### src/rtl/pet_pkg.sv
// Shared PET constants and the PRG loader state encoding.
package pet_pkg;

  localparam logic [15:0] PET_RAM_TOP       = 16'h8000;
  localparam logic [7:0]  PET_BASIC4_VARTAB = 8'h2A;

  typedef enum logic [2:0] {
    ST_IDLE,
    ST_HDR_LO,
    ST_HDR_HI,
    ST_DATA,
    ST_FIX,
    ST_FIN
  } prg_state_t;

endpackage

### src/rtl/pet_prg_loader.sv
// PRG file DMA loader: parses the load address and writes the payload into PET RAM.
// Define PET_PRG_PTR_FIXUP_EN to patch the BASIC 4 VARTAB/ARYTAB/STREND pointers afterwards.
module pet_prg_loader
  import pet_pkg::*;
#(
`ifdef PET_PRG_PTR_FIXUP_EN
  parameter logic [7:0]  PTR_BASE = PET_BASIC4_VARTAB,
`endif
  parameter logic [15:0] RAM_TOP  = PET_RAM_TOP
) (
  input  logic        clk,
  input  logic        reset,
  input  logic        start,
  input  logic        s_valid,
  input  logic [7:0]  s_data,
  input  logic        s_last,
  output logic        s_ready,
  output logic [15:0] dma_addr,
  output logic [7:0]  dma_din,
  output logic        dma_we,
  output logic        busy,
  output logic        done,
  output logic        err_short,
  output logic        err_ovf
);

  prg_state_t  state_q, state_d;
  logic [15:0] addr_q, addr_d;
  logic [15:0] dma_addr_q, dma_addr_d;
  logic [7:0]  dma_din_q, dma_din_d;
  logic        dma_we_q, dma_we_d;
  logic        err_short_q, err_short_d;
  logic        err_ovf_q, err_ovf_d;
  logic        xfer;

`ifdef PET_PRG_PTR_FIXUP_EN
  logic [2:0]  fix_idx_q, fix_idx_d;
  logic [15:0] end_addr;

  // The address freezes once past the top, so clamping here yields the end pointer.
  assign end_addr = (addr_q >= RAM_TOP) ? RAM_TOP : addr_q;
`endif

  assign s_ready = (state_q == ST_HDR_LO) || (state_q == ST_HDR_HI) || (state_q == ST_DATA);
  assign xfer    = s_valid && s_ready;
  assign busy    = (state_q != ST_IDLE) && (state_q != ST_FIN);
  assign done    = (state_q == ST_FIN);

  assign dma_addr  = dma_addr_q;
  assign dma_din   = dma_din_q;
  assign dma_we    = dma_we_q;
  assign err_short = err_short_q;
  assign err_ovf   = err_ovf_q;

  always_comb begin
    state_d     = state_q;
    addr_d      = addr_q;
    dma_addr_d  = dma_addr_q;
    dma_din_d   = dma_din_q;
    dma_we_d    = 1'b0;
    err_short_d = err_short_q;
    err_ovf_d   = err_ovf_q;
`ifdef PET_PRG_PTR_FIXUP_EN
    fix_idx_d   = fix_idx_q;
`endif
    case (state_q)
      ST_IDLE: begin
        if (start) begin
          state_d     = ST_HDR_LO;
          err_short_d = 1'b0;
          err_ovf_d   = 1'b0;
        end
      end
      ST_HDR_LO: begin
        if (xfer) begin
          addr_d[7:0] = s_data;
          if (s_last) begin
            err_short_d = 1'b1;
            state_d     = ST_FIN;
          end else begin
            state_d = ST_HDR_HI;
          end
        end
      end
      ST_HDR_HI: begin
        if (xfer) begin
          addr_d[15:8] = s_data;
          if (s_last) begin
            err_short_d = 1'b1;
            state_d     = ST_FIN;
          end else begin
            state_d = ST_DATA;
          end
        end
      end
      ST_DATA: begin
        if (xfer) begin
          if (addr_q < RAM_TOP) begin
            dma_we_d   = 1'b1;
            dma_addr_d = addr_q;
            dma_din_d  = s_data;
            addr_d     = addr_q + 16'd1;
          end else begin
            err_ovf_d = 1'b1;
          end
          if (s_last) begin
`ifdef PET_PRG_PTR_FIXUP_EN
            state_d   = ST_FIX;
            fix_idx_d = 3'd0;
`else
            state_d   = ST_FIN;
`endif
          end
        end
      end
      ST_FIX: begin
`ifdef PET_PRG_PTR_FIXUP_EN
        // Index 6 is a drain cycle so FIN lands one cycle after the sixth write.
        if (fix_idx_q == 3'd6) begin
          state_d = ST_FIN;
        end else begin
          dma_we_d   = 1'b1;
          dma_addr_d = {8'h00, PTR_BASE + {5'd0, fix_idx_q}};
          dma_din_d  = fix_idx_q[0] ? end_addr[15:8] : end_addr[7:0];
          fix_idx_d  = fix_idx_q + 3'd1;
        end
`else
        state_d = ST_FIN;
`endif
      end
      ST_FIN:  state_d = ST_IDLE;
      default: state_d = ST_IDLE;
    endcase
  end

  always_ff @(posedge clk or posedge reset) begin
    if (reset) begin
      state_q     <= ST_IDLE;
      addr_q      <= 16'h0000;
      dma_addr_q  <= 16'h0000;
      dma_din_q   <= 8'h00;
      dma_we_q    <= 1'b0;
      err_short_q <= 1'b0;
      err_ovf_q   <= 1'b0;
`ifdef PET_PRG_PTR_FIXUP_EN
      fix_idx_q   <= 3'd0;
`endif
    end else begin
      state_q     <= state_d;
      addr_q      <= addr_d;
      dma_addr_q  <= dma_addr_d;
      dma_din_q   <= dma_din_d;
      dma_we_q    <= dma_we_d;
      err_short_q <= err_short_d;
      err_ovf_q   <= err_ovf_d;
`ifdef PET_PRG_PTR_FIXUP_EN
      fix_idx_q   <= fix_idx_d;
`endif
    end
  end

endmodule

### config.mk
export PLATFORM = sky130hd
export DESIGN_NAME = pet_prg_loader
export DESIGN_NICKNAME = d
export VERILOG_FILES = /design/src/rtl/pet_pkg.sv /design/src/rtl/pet_prg_loader.sv
export SDC_FILE = /design/constraint.sdc
export NUM_CORES = 1
export LEC_CHECK = 0
export ABC_AREA = 1
export BUFFER_PORTS_ARGS = -buffer_cell sky130_fd_sc_hd__buf_4
export CAP_MARGIN = 10
export CORE_UTILIZATION = 50
export CTS_CLUSTER_DIAMETER = 50
export DETAILED_ROUTE_END_ITERATION = 12
export GPL_ROUTABILITY_DRIVEN = 0
export PLACE_DENSITY = 0.79
export SLEW_MARGIN = 40
export SYNTH_ARGS = -nofsm -noshare
export SYNTH_HDL_FRONTEND = slang
export SYNTH_SLANG_ARGS = --single-unit
### constraint.sdc
create_clock -name clk -period 2.06 [get_ports clk]
set_input_delay 0.206 -clock clk [delete_from_list [all_inputs] [get_ports clk]]
set_output_delay 0.206 -clock clk [all_outputs]
set_load 0.01 [all_outputs]
==> results of run 1 <==
registers in the layout (all words and copies together) (netlist names):
register,cells
err_ovf,1
addr_q,16
err_short,1
state_q,3
dma_addr,16
dma_we,1
dma_din,8
placed cells by master (no fill, tap or decap):
| cell type | count |
|---|---|
| and2_1 | 1 |
| o21ai_0 | 16 |
| nand3_2 | 1 |
| nand2_1 | 86 |
| o21a_1 | 1 |
| a31oi_1 | 3 |
| bufinv_16 | 2 |
| dfrtp_1 | 46 |
| o21ai_1 | 19 |
| xnor2_1 | 1 |
| xor2_1 | 1 |
| dlygate4sd3_1 | 1 |
| inv_1 | 33 |
| inv_2 | 4 |
| nand2_2 | 5 |
| nand3b_1 | 2 |
| and3_1 | 1 |
| nand3_1 | 16 |
| clkinv_1 | 1 |
| nor3_1 | 3 |
| nand4_1 | 5 |
| ha_1 | 1 |
| a21oi_1 | 13 |
| nor2_4 | 1 |
| buf_4 | 44 |
| buf_12 | 1 |
| nor2_2 | 2 |
| nor2_1 | 41 |
| clkbuf_8 | 6 |
worst register-to-register path, cell delays in order, from the launching register on:
cell and delay, ns:
dfrtp_1 0.49, nand2_2 0.13, nor2_4 0.33, nand2_2 0.10, nand2_2 0.15, inv_2 0.10
o21ai_1 0.08, nand2_1 0.06, nand2_1 0.05, inv_1 0.04
synthesized netlist by cell type (all sizes together):
master,number,area share
nand3,17,0.039
nand3b,2,0.0065
o21a,1,0.0032
a21oi,13,0.028
clkbuf,1,0.0016
xnor2,1,0.0038
ha,1,0.0054
and3,1,0.0027
inv,37,0.060
nor3,3,0.0065
a31oi,3,0.0081
nand4,5,0.013
nand2,91,0.15
xor2,1,0.0038
clkinv,1,0.0016
nor2,44,0.076
o21ai,35,0.075
buf,6,0.016
and2,1,0.0027
dfrtp,46,0.49
worst min-delay path by stage:
stage	end	slack, ns
after global routing	dma_din[0]$_DFFE_PP0P_	0.10
after detailed placement	dma_addr[10]$_DFFE_PP0P_	0.30
after CTS	dma_din[0]$_DFFE_PP0P_	0.10
after global placement	dma_addr[15]$_DFFE_PP0P_	0.30
final	dma_din[0]$_DFFE_PP0P_	0.11
after floorplan	dma_din[0]$_DFFE_PP0P_	0.32
per-layer routing:
| metal | track usage | vias up |
|---|---|---|
| met5 | 0 | - |
| met4 | 0.09778 | 0 |
| met3 | 0.04473 | 10 |
| met2 | 0.3729 | 81 |
| met1 | 0.3222 | 981 |
| li1 | - | 1084 |
stage by stage:
stage	area, um2	hold WS, ns	setup WS (ns)	power (uW)
floorplan	2326	0.3156	0.7429	2823
global placement	2701	0.2953	0.4966	3511
detailed placement	2701	0.3037	0.4342	3564
CTS	2854	0.1032	0.3548	4407
global route	2854	0.1032	0.2315	4743
finish	2854	0.1069	0.3348	4392
cells by family after synthesis:
logic type                 Yosys count  share of synthesized area
and+or+nand+nor                    164                     0.2991
adders and majority gates            1                   0.005378
xor gates and xnor gates             2                   0.007532
buffers and inverters               45                    0.07853
DFF                                 46                     0.4949
AOI/OAI and AO/OA                   52                     0.1146
cell type report:
type | instances | share of cell area
clock buffers | 6 | 0.02893
multi-input cells | 219 | 0.3477
inverters | 38 | 0.04998
clock inverters | 2 | 0.02104
well taps | 52 | 0.02280
flip-flops and latches | 46 | 0.4033
repair buffers | 46 | 0.1263
report_power, final:
| group | switching [uW] | total [uW] | internal, uW |
|---|---|---|---|
| Sequential | 380 | 1710 | 1330 |
| Clock | 312 | 830 | 517 |
| Combinational | 1050 | 1850 | 798 |
| Total | 1750 | 4390 | 2650 |
==> reports/metrics.yaml, run 1 <==
detailed_routing:
  detail_route.wl_per_cell_um: 12.84
  drc: 0
  drt_iter0_markers: 160
  wl_met3_um: 347
  ant_nets: 0
  drt-met1-wl_um: 2451
  wl_um: 5250
  met2WireLength_um: 2351
  vias: 2156
  top_layer: "met4"
  firstDrtPassIters: 4
  vias_per_cell: 5.271
setup_path:
  r2r_end: "addr_q[9]$_DFFE_PP0P_"
  crit_path_end: "busy"
  worstRegToRegCells: 9
  crit_cells: 5
  regToRegStartpoint: "state_q[1]$_DFFE_PP0P_"
  slowest_delay_ns: 0.47
  cpMostUsedCell: "nor2_1"
  cp_cell_sequence: "nor2_2, inv_1, nor2_1, nor2_1, buf_4"
  worstPathMaxFanout: 7
  crit_type: "register to output port"
  cp-start-kind: "register"
  critical_path.slowest_cell: "dfrtp_1"
  critical-path-top-delay-family: "simple AND/OR/NAND/NOR gates"
  end_kind: "output port"
  crit_path_start: "state_q[1]$_DFFE_PP0P_"
  path_buf_inv: 2
  cp_data_arrival_time_ns: 1.52
  critPathRequiredTime_ns: 1.85
  ff2ff_setup_slack_ns: 0.43
timing:
  setup_tns_ns: 0
  finalCritPeriodShare: 0.8375
  post-route-min-period_ns: 1.725
  slew_viol_final: 0
  fmax_mhz: 579.6
  hold_viol: 0
  rsz0062_at_grt: "no"
  skew_ns: 0.006499
  finalSetupViolCount: 0
  max-slew-margin-rel: 0.6912
  tightestPinTransition_ns: 0.4625
hold_path:
  hold_depth: 3
  hold_class: "input pin to register"
  hp-start: "s_data[0]"
final_layout:
  multi_input_area_um2: 992.2
  final_nets: 370
  layout.cells.non_filler: 409
  drive_gt1_frac: 0.1849
  syn_to_final_growth_pct: 22.70
  final_core_util: 0.6465
  ff_latch_area_mm2: 0.001151
  antenna_cells: 0
  n_fill_cell: 384
grt:
  grt_max_degree: 33
  overflow: 0
  grt_usage: 0.2368
  grt_pass1_wl_um: 9280
  grt_pass1_vias: 2052
  grt_antenna_before_repair: 0
clock_tree:
  clock_latency_ns: 0.31
  cts_root_buf: "clkbuf_8"
  cts_resized: 0
  cts.clk_slew.worst_paths_ns: 0.09
  clockBufferDepth: 2
  cts_hold_buf: 1
  cts_tree: "built"
  cts_max_level: 2
  numCtsBuffers: 5
  clkSinkCount: 46
  cts_setup_buffers: 0
pwr:
  peakVddDrop_mv: 1.014
  power_leakage_uw: 0.001471
  powerDensity_mw_per_mm2: 1539
placement:
  dp_hpwl_um: 3871
  place_inst: 400
  port_buffers: 42
die:
  initial_utilization: 0.5269
  rows: 24
  die_w_um: 70.21
  die_area_mm2: 0.004929
  io-pin-count: 43
  die_height_um: 70.21
  core_area_mm2: 0.004414
synthesis:
  synth_cells: 310
  synth_warnings: 0
  synth_area_mm2: 0.002326
  synth_seq_cells: 46
  synth_cell_types: 27
  synth_fp_nets: 324
  ys_seq_area_frac: 0.4949
  avgSynthCellArea_um2: 7.503
flow_run:
  cap_violations: 0
status:
  status: "finished, final reports clean"
Note: power is estimated with default switching activity, not from simulation.
==> run 2: changes to the inputs <==
==> constraint.sdc (replaced) <==
create_clock -name clk -period 1.62 [get_ports clk]
set_input_delay 0.162 -clock clk [delete_from_list [all_inputs] [get_ports clk]]
set_output_delay 0.162 -clock clk [all_outputs]
set_load 0.01 [all_outputs]
==> reports/metrics.yaml, run 2 (synthesis gave the netlist of run 1 again) <==
grt:
  grt_antenna_before_repair: 0  # unchanged
  grt_pass1_wl_um: 9025  # -2.7%
  grt_usage: 0.2339  # -0.002889
  grt_max_degree: 47  # +42%
  overflow: 0  # unchanged
  grt_pass1_vias: 1918  # -6.5%
setup_path:
  ff2ff_setup_slack_ns: 0.12  # -0.31 ns
  slowest_delay_ns: 0.46  # about the same
  end_kind: "output port"
  crit_type: "register to output port"
  critPathRequiredTime_ns: 1.46  # -0.39 ns
  worstPathMaxFanout: 5  # -2
  cp_cell_sequence: "nor2_4, inv_1, nor2_2, nor2_1, buf_4"
  critical_path.slowest_cell: "dfrtp_2"
  cp-start-kind: "register"
  cp_data_arrival_time_ns: 1.34  # -0.18 ns
clock_tree:
  clockBufferDepth: 2  # unchanged
  cts.clk_slew.worst_paths_ns: 0.08  # about the same
  numCtsBuffers: 5  # unchanged
  clock_latency_ns: 0.30  # about the same
  cts_setup_buffers: 0  # unchanged
  clkSinkCount: 46  # unchanged
  cts_tree: "built"
  cts_root_buf: "clkbuf_8"
  cts_max_level: 2  # unchanged
placement:
  place_inst: 404  # +1.0%
  port_buffers: 42  # unchanged
  dp_hpwl_um: 3846  # -0.66%
detailed_routing:
  vias_per_cell: 5.226  # -0.87%
  ant_nets: 0  # unchanged
  wl_um: 5287  # +0.70%
  firstDrtPassIters: 4  # unchanged
  drc: 0  # unchanged
  detail_route.wl_per_cell_um: 12.83  # about the same
  drt_iter0_markers: 159  # -0.63%
  vias: 2153  # -0.14%
final_layout:
  final_common_cell: "nand2_1"
  layout_common_cells: "nand2_1 (86), buf_4 (47), dfrtp_1 (44)"
  layout.cells.non_filler: 412  # +0.73%
  final_nets: 374  # +1.1%
  syn_to_final_growth_pct: 22.43
  drive_gt1_frac: 0.2028  # +0.01790
  antenna_cells: 0  # unchanged
timing:
  skew_ns: 0.005456  # -0.001044 ns
  hold_viol: 0  # unchanged
  setup_tns_ns: 0  # unchanged
  rsz0062_at_grt: "no"
  finalSetupViolCount: 0  # unchanged
  max-slew-margin-rel: 0.7571  # +0.06593
  tightestPinTransition_ns: 0.3629  # -0.09956 ns
  finalCritPeriodShare: 0.9294
  post-route-min-period_ns: 1.506
  slew_viol_final: 0  # unchanged
  fmax_mhz: 664.2
hold_path:
  hold_class: "input pin to register"
die:
  io-pin-count: 43  # unchanged
  rows: 24  # unchanged
  initial_utilization: 0.5269  # unchanged
  die_w_um: 70.21  # unchanged
  die_height_um: 70.21  # unchanged
  die_area_mm2: 0.004929  # unchanged
  core_area_mm2: 0.004414  # unchanged
pwr:
  total_power_uw: 5266  # +20%
  powerDensity_mw_per_mm2: 1849  # +20%
  power_leakage_uw: 0.001453  # -1.2%
  peakVddDrop_mv: 0.9634  # -5.0%
status:
  status: "finished, final reports clean"
flow_run:
  cap_violations: 0  # unchanged
==> run 2: power by group <==
group | switching (uW) | internal (uW) | total, uW
Clock | 371 | 298 | 668
Combinational | 1370 | 1060 | 2430
Sequential | 471 | 1700 | 2170
Total | 2210 | 3060 | 5270
==> run 2: final cells by class <==
class                      instances  area, um2
multi-input combinational        219       1016
sequential                        46       1154
tap                               52      65.06
timing repair buffer              50      394.1
fill                             409       1567
clock buffer                       7      76.32
inverter                          38      142.6
==> run 2: path summary, 6_finish.rpt <==
path	endpoint	from	cells after the start
setup / recovery	busy	state_q[0]$_DFFE_PP0P_	5
hold reg to reg	dma_din[6]$_DFFE_PP0P_	dma_din[6]$_DFFE_PP0P_	2
min in group asynchronous	dma_addr[10]$_DFFE_PP0P_	reset	4
max in group asynchronous	state_q[0]$_DFFE_PP0P_	reset	4
setup reg to reg	dma_din[0]$_DFFE_PP0P_	state_q[2]$_DFFE_PP0P_	8
hold / removal	dma_din[2]$_DFFE_PP0P_	s_data[2]	3
==> run 2: what timing repair did <==
| item | CTS | global route |
|---|---|---|
| endpoints found under the setup margin | 1 | 9 |
| resized for setup | 1 | 9 |
| endpoints found under the hold margin | 46 | 0 |
| hold buffers | 1 | 0 |
==> run 2: per-layer routing <==
| layer | GRT usage | wire length, um | vias to the layer above |
|---|---|---|---|
| li1 | - | - | 1086 |
| met1 | 0.3298 | 2543 | 978 |
| met2 | 0.3632 | 2351 | 81 |
| met3 | 0.04473 | 317 | 8 |
| met4 | 0.08000 | 75 | 0 |
| met5 | 0 | 0 | - |
==> run 2: metrics by stage <==
step / setup WS [ns] / util / cell area (um2) / hold slack, ns
floorplan: 0.3029 / - / 2326 / 0.2716
global placement: 0.1185 / 0.6188 / 2731 / 0.2272
detailed placement: 0.08925 / 0.6188 / 2731 / 0.2303
CTS: 0.04237 / 0.6395 / 2823 / 0.05869
global route: 0.005854 / 0.6451 / 2848 / 0.07949
finish: 0.1144 / 0.6451 / 2848 / 0.06485
==> run 2: critical path, delay by kind of cell (launching register included) <==
kind | cells | cell delay (ns)
DFF | 1 | 0.46
buffers and inverters | 2 | 0.24
and+or+nand+nor | 3 | 0.34
==> run 3: changes to the inputs <==
--- a/config.mk
+++ b/config.mk
@@ -12,6 +12,7 @@
 export CTS_CLUSTER_DIAMETER = 50
 export DETAILED_ROUTE_END_ITERATION = 12
 export GPL_ROUTABILITY_DRIVEN = 0
+export MAX_ROUTING_LAYER = met4
 export PLACE_DENSITY = 0.79
 export SLEW_MARGIN = 40
 export SYNTH_ARGS = -nofsm -noshare
==> reports/metrics.yaml, run 3 (synthesis gave the netlist of run 1 again) <==
detailed_routing:
  drc: 0  # unchanged
  vias_per_cell: 5.233  # +0.14%
  ant_nets: 0  # unchanged
  firstDrtPassIters: 5  # +1
  vias: 2156  # +0.14%
  detail_route.wl_per_cell_um: 12.83  # about the same
  wl_um: 5285  # about the same
  drt_iter0_markers: 159  # unchanged
grt:
  grt_max_degree: 47  # unchanged
  grt_usage: 0.2410  # +0.007056
  grtUsageMet3: 0.04473  # unchanged
  grt_pass1_vias: 1912  # -0.31%
  use_met1: 0.3308  # +0.0009560
  overflow: 0  # unchanged
  use_met2: 0.3632  # unchanged
  grt_pass1_wl_um: 9039  # +0.16%
  busiest_layer: "met2"
  grt_antenna_before_repair: 0  # unchanged
clock_tree:
  numCtsBuffers: 5  # unchanged
  cts_setup_buffers: 0  # unchanged
  cts_tree: "built"
  cts_root_buf: "clkbuf_8"
  clockBufferDepth: 2  # unchanged
  cts.clk_slew.worst_paths_ns: 0.08  # about the same
  clkSinkCount: 46  # unchanged
  cts_max_level: 2  # unchanged
  clock_latency_ns: 0.30  # about the same
die:
  die_height_um: 70.21  # unchanged
  initial_utilization: 0.5269  # unchanged
  die_w_um: 70.21  # unchanged
  die_area_mm2: 0.004929  # unchanged
  core_area_mm2: 0.004414  # unchanged
  rows: 24  # unchanged
  io-pin-count: 43  # unchanged
timing:
  setup_tns_ns: 0  # unchanged
  finalSetupViolCount: 0  # unchanged
  fmax_mhz: 663.9  # about the same
  post-route-min-period_ns: 1.506  # +0.0006710 ns
  max-slew-margin-rel: 0.7571  # about the same
  tightestPinTransition_ns: 0.3630  # +0.00006735 ns
  skew_ns: 0.005454  # -0.000002250 ns
  finalWorstSetupSlack_ns: 0.1137  # -0.0006710 ns
  hold_viol: 0  # unchanged
  finalCritPeriodShare: 0.9298  # about the same
  holdWs_ns: 0.06493  # +0.00008330 ns
  slew_viol_final: 0  # unchanged
  rsz0062_at_grt: "no"
final_layout:
  layout_common_cells: "nand2_1 (86), buf_4 (47), dfrtp_1 (44)"
  n_fill_cell: 409  # unchanged
  syn_to_final_growth_pct: 22.43  # unchanged
  final_nets: 374  # unchanged
  antenna_cells: 0  # unchanged
  stdcell_area_mm2: 0.002848  # unchanged
  final_common_cell: "nand2_1"
  drive_gt1_frac: 0.2028  # unchanged
pwr:
  powerDensity_mw_per_mm2: 1849  # about the same
  peakVddDrop_mv: 0.9629  # about the same
  power_leakage_uw: 0.001453  # unchanged
setup_path:
  cp-start-kind: "register"
  cp_data_arrival_time_ns: 1.34  # about the same
  end_kind: "output port"
  crit_type: "register to output port"
  critPathRequiredTime_ns: 1.46  # about the same
  regToRegStartpoint: "state_q[2]$_DFFE_PP0P_"
  worstRegToRegCells: 8  # unchanged
  crit_path_start: "state_q[0]$_DFFE_PP0P_"
  worstPathMaxFanout: 5  # unchanged
placement:
  port_buffers: 42  # unchanged
  dp_hpwl_um: 3846  # unchanged
  place_area_mm2: 0.002731  # unchanged
  place_ws_ns: 0.08925  # unchanged
hold_path:
  hold_class: "input pin to register"
  hp-start: "s_data[2]"
  hold_depth: 3  # unchanged
flow_run:
  cap_violations: 0  # unchanged
status:
  status: "finished, final reports clean"
run 3: cell counts in the layout (fill, tap and decap cells not counted):
Identical to the previous run, type by type.
run 3: what timing repair did:
item	4_1_cts	5_1_grt
gates resized for setup	1	9
endpoints found under the hold margin	46	0
hold buffers	1	0
endpoints found under the setup margin	1	9
run 3: final cells by class:
| cell class | instances | area (um2) | area share |
|---|---|---|---|
| Multi-Input combinational cell | 219 | 1016 | 0.3568 |
| Timing Repair Buffer | 50 | 394.1 | 0.1384 |
| Clock buffer | 7 | 76.32 | 0.02680 |
| Inverter | 38 | 142.6 | 0.05009 |
| Tap cell | 52 | 65.06 | 0.02285 |
| Sequential cell | 46 | 1154 | 0.4051 |
run 3: worst paths after layout:
check	end	slack (ns)
max	busy	0.11
min	dma_din[2]$_DFFE_PP0P_	0.06
max reg2reg	dma_din[0]$_DFFE_PP0P_	0.12
min reg2reg	dma_din[6]$_DFFE_PP0P_	0.49
max in group asynchronous	state_q[0]$_DFFE_PP0P_	0.95
min in group asynchronous	dma_addr[10]$_DFFE_PP0P_	0.45
run 3: report_power, final:
| part | switching [uW] | internal, uW |
|---|---|---|
| sequential | 471 | 1700 |
| clock | 371 | 298 |
| combinational | 1370 | 1060 |
run 3: stage by stage:
step | std cells | util | power (uW)
finish | 412 | 0.6451 | 5265
global route | 412 | 0.6451 | 5730
CTS | 412 | 0.6395 | 5260
detailed placement | 404 | 0.6188 | 4568
global placement | 404 | 0.6188 | 4492
floorplan | 310 | - | 3590
run 3: worst max-delay path: stages, from the launching register on:
cell and delay, ns:
dfrtp_2 0.46, nor2_4 0.16, inv_1 0.09, nor2_2 0.12, nor2_1 0.06, buf_4 0.15
run 3: routing by layer:
| layer | wire length (um) | vias to the layer above |
|---|---|---|
| met5 | 0 | - |
| met4 | 74 | 0 |
| met3 | 340 | 8 |
| met2 | 2353 | 82 |
| met1 | 2516 | 981 |
| li1 | - | 1085 |
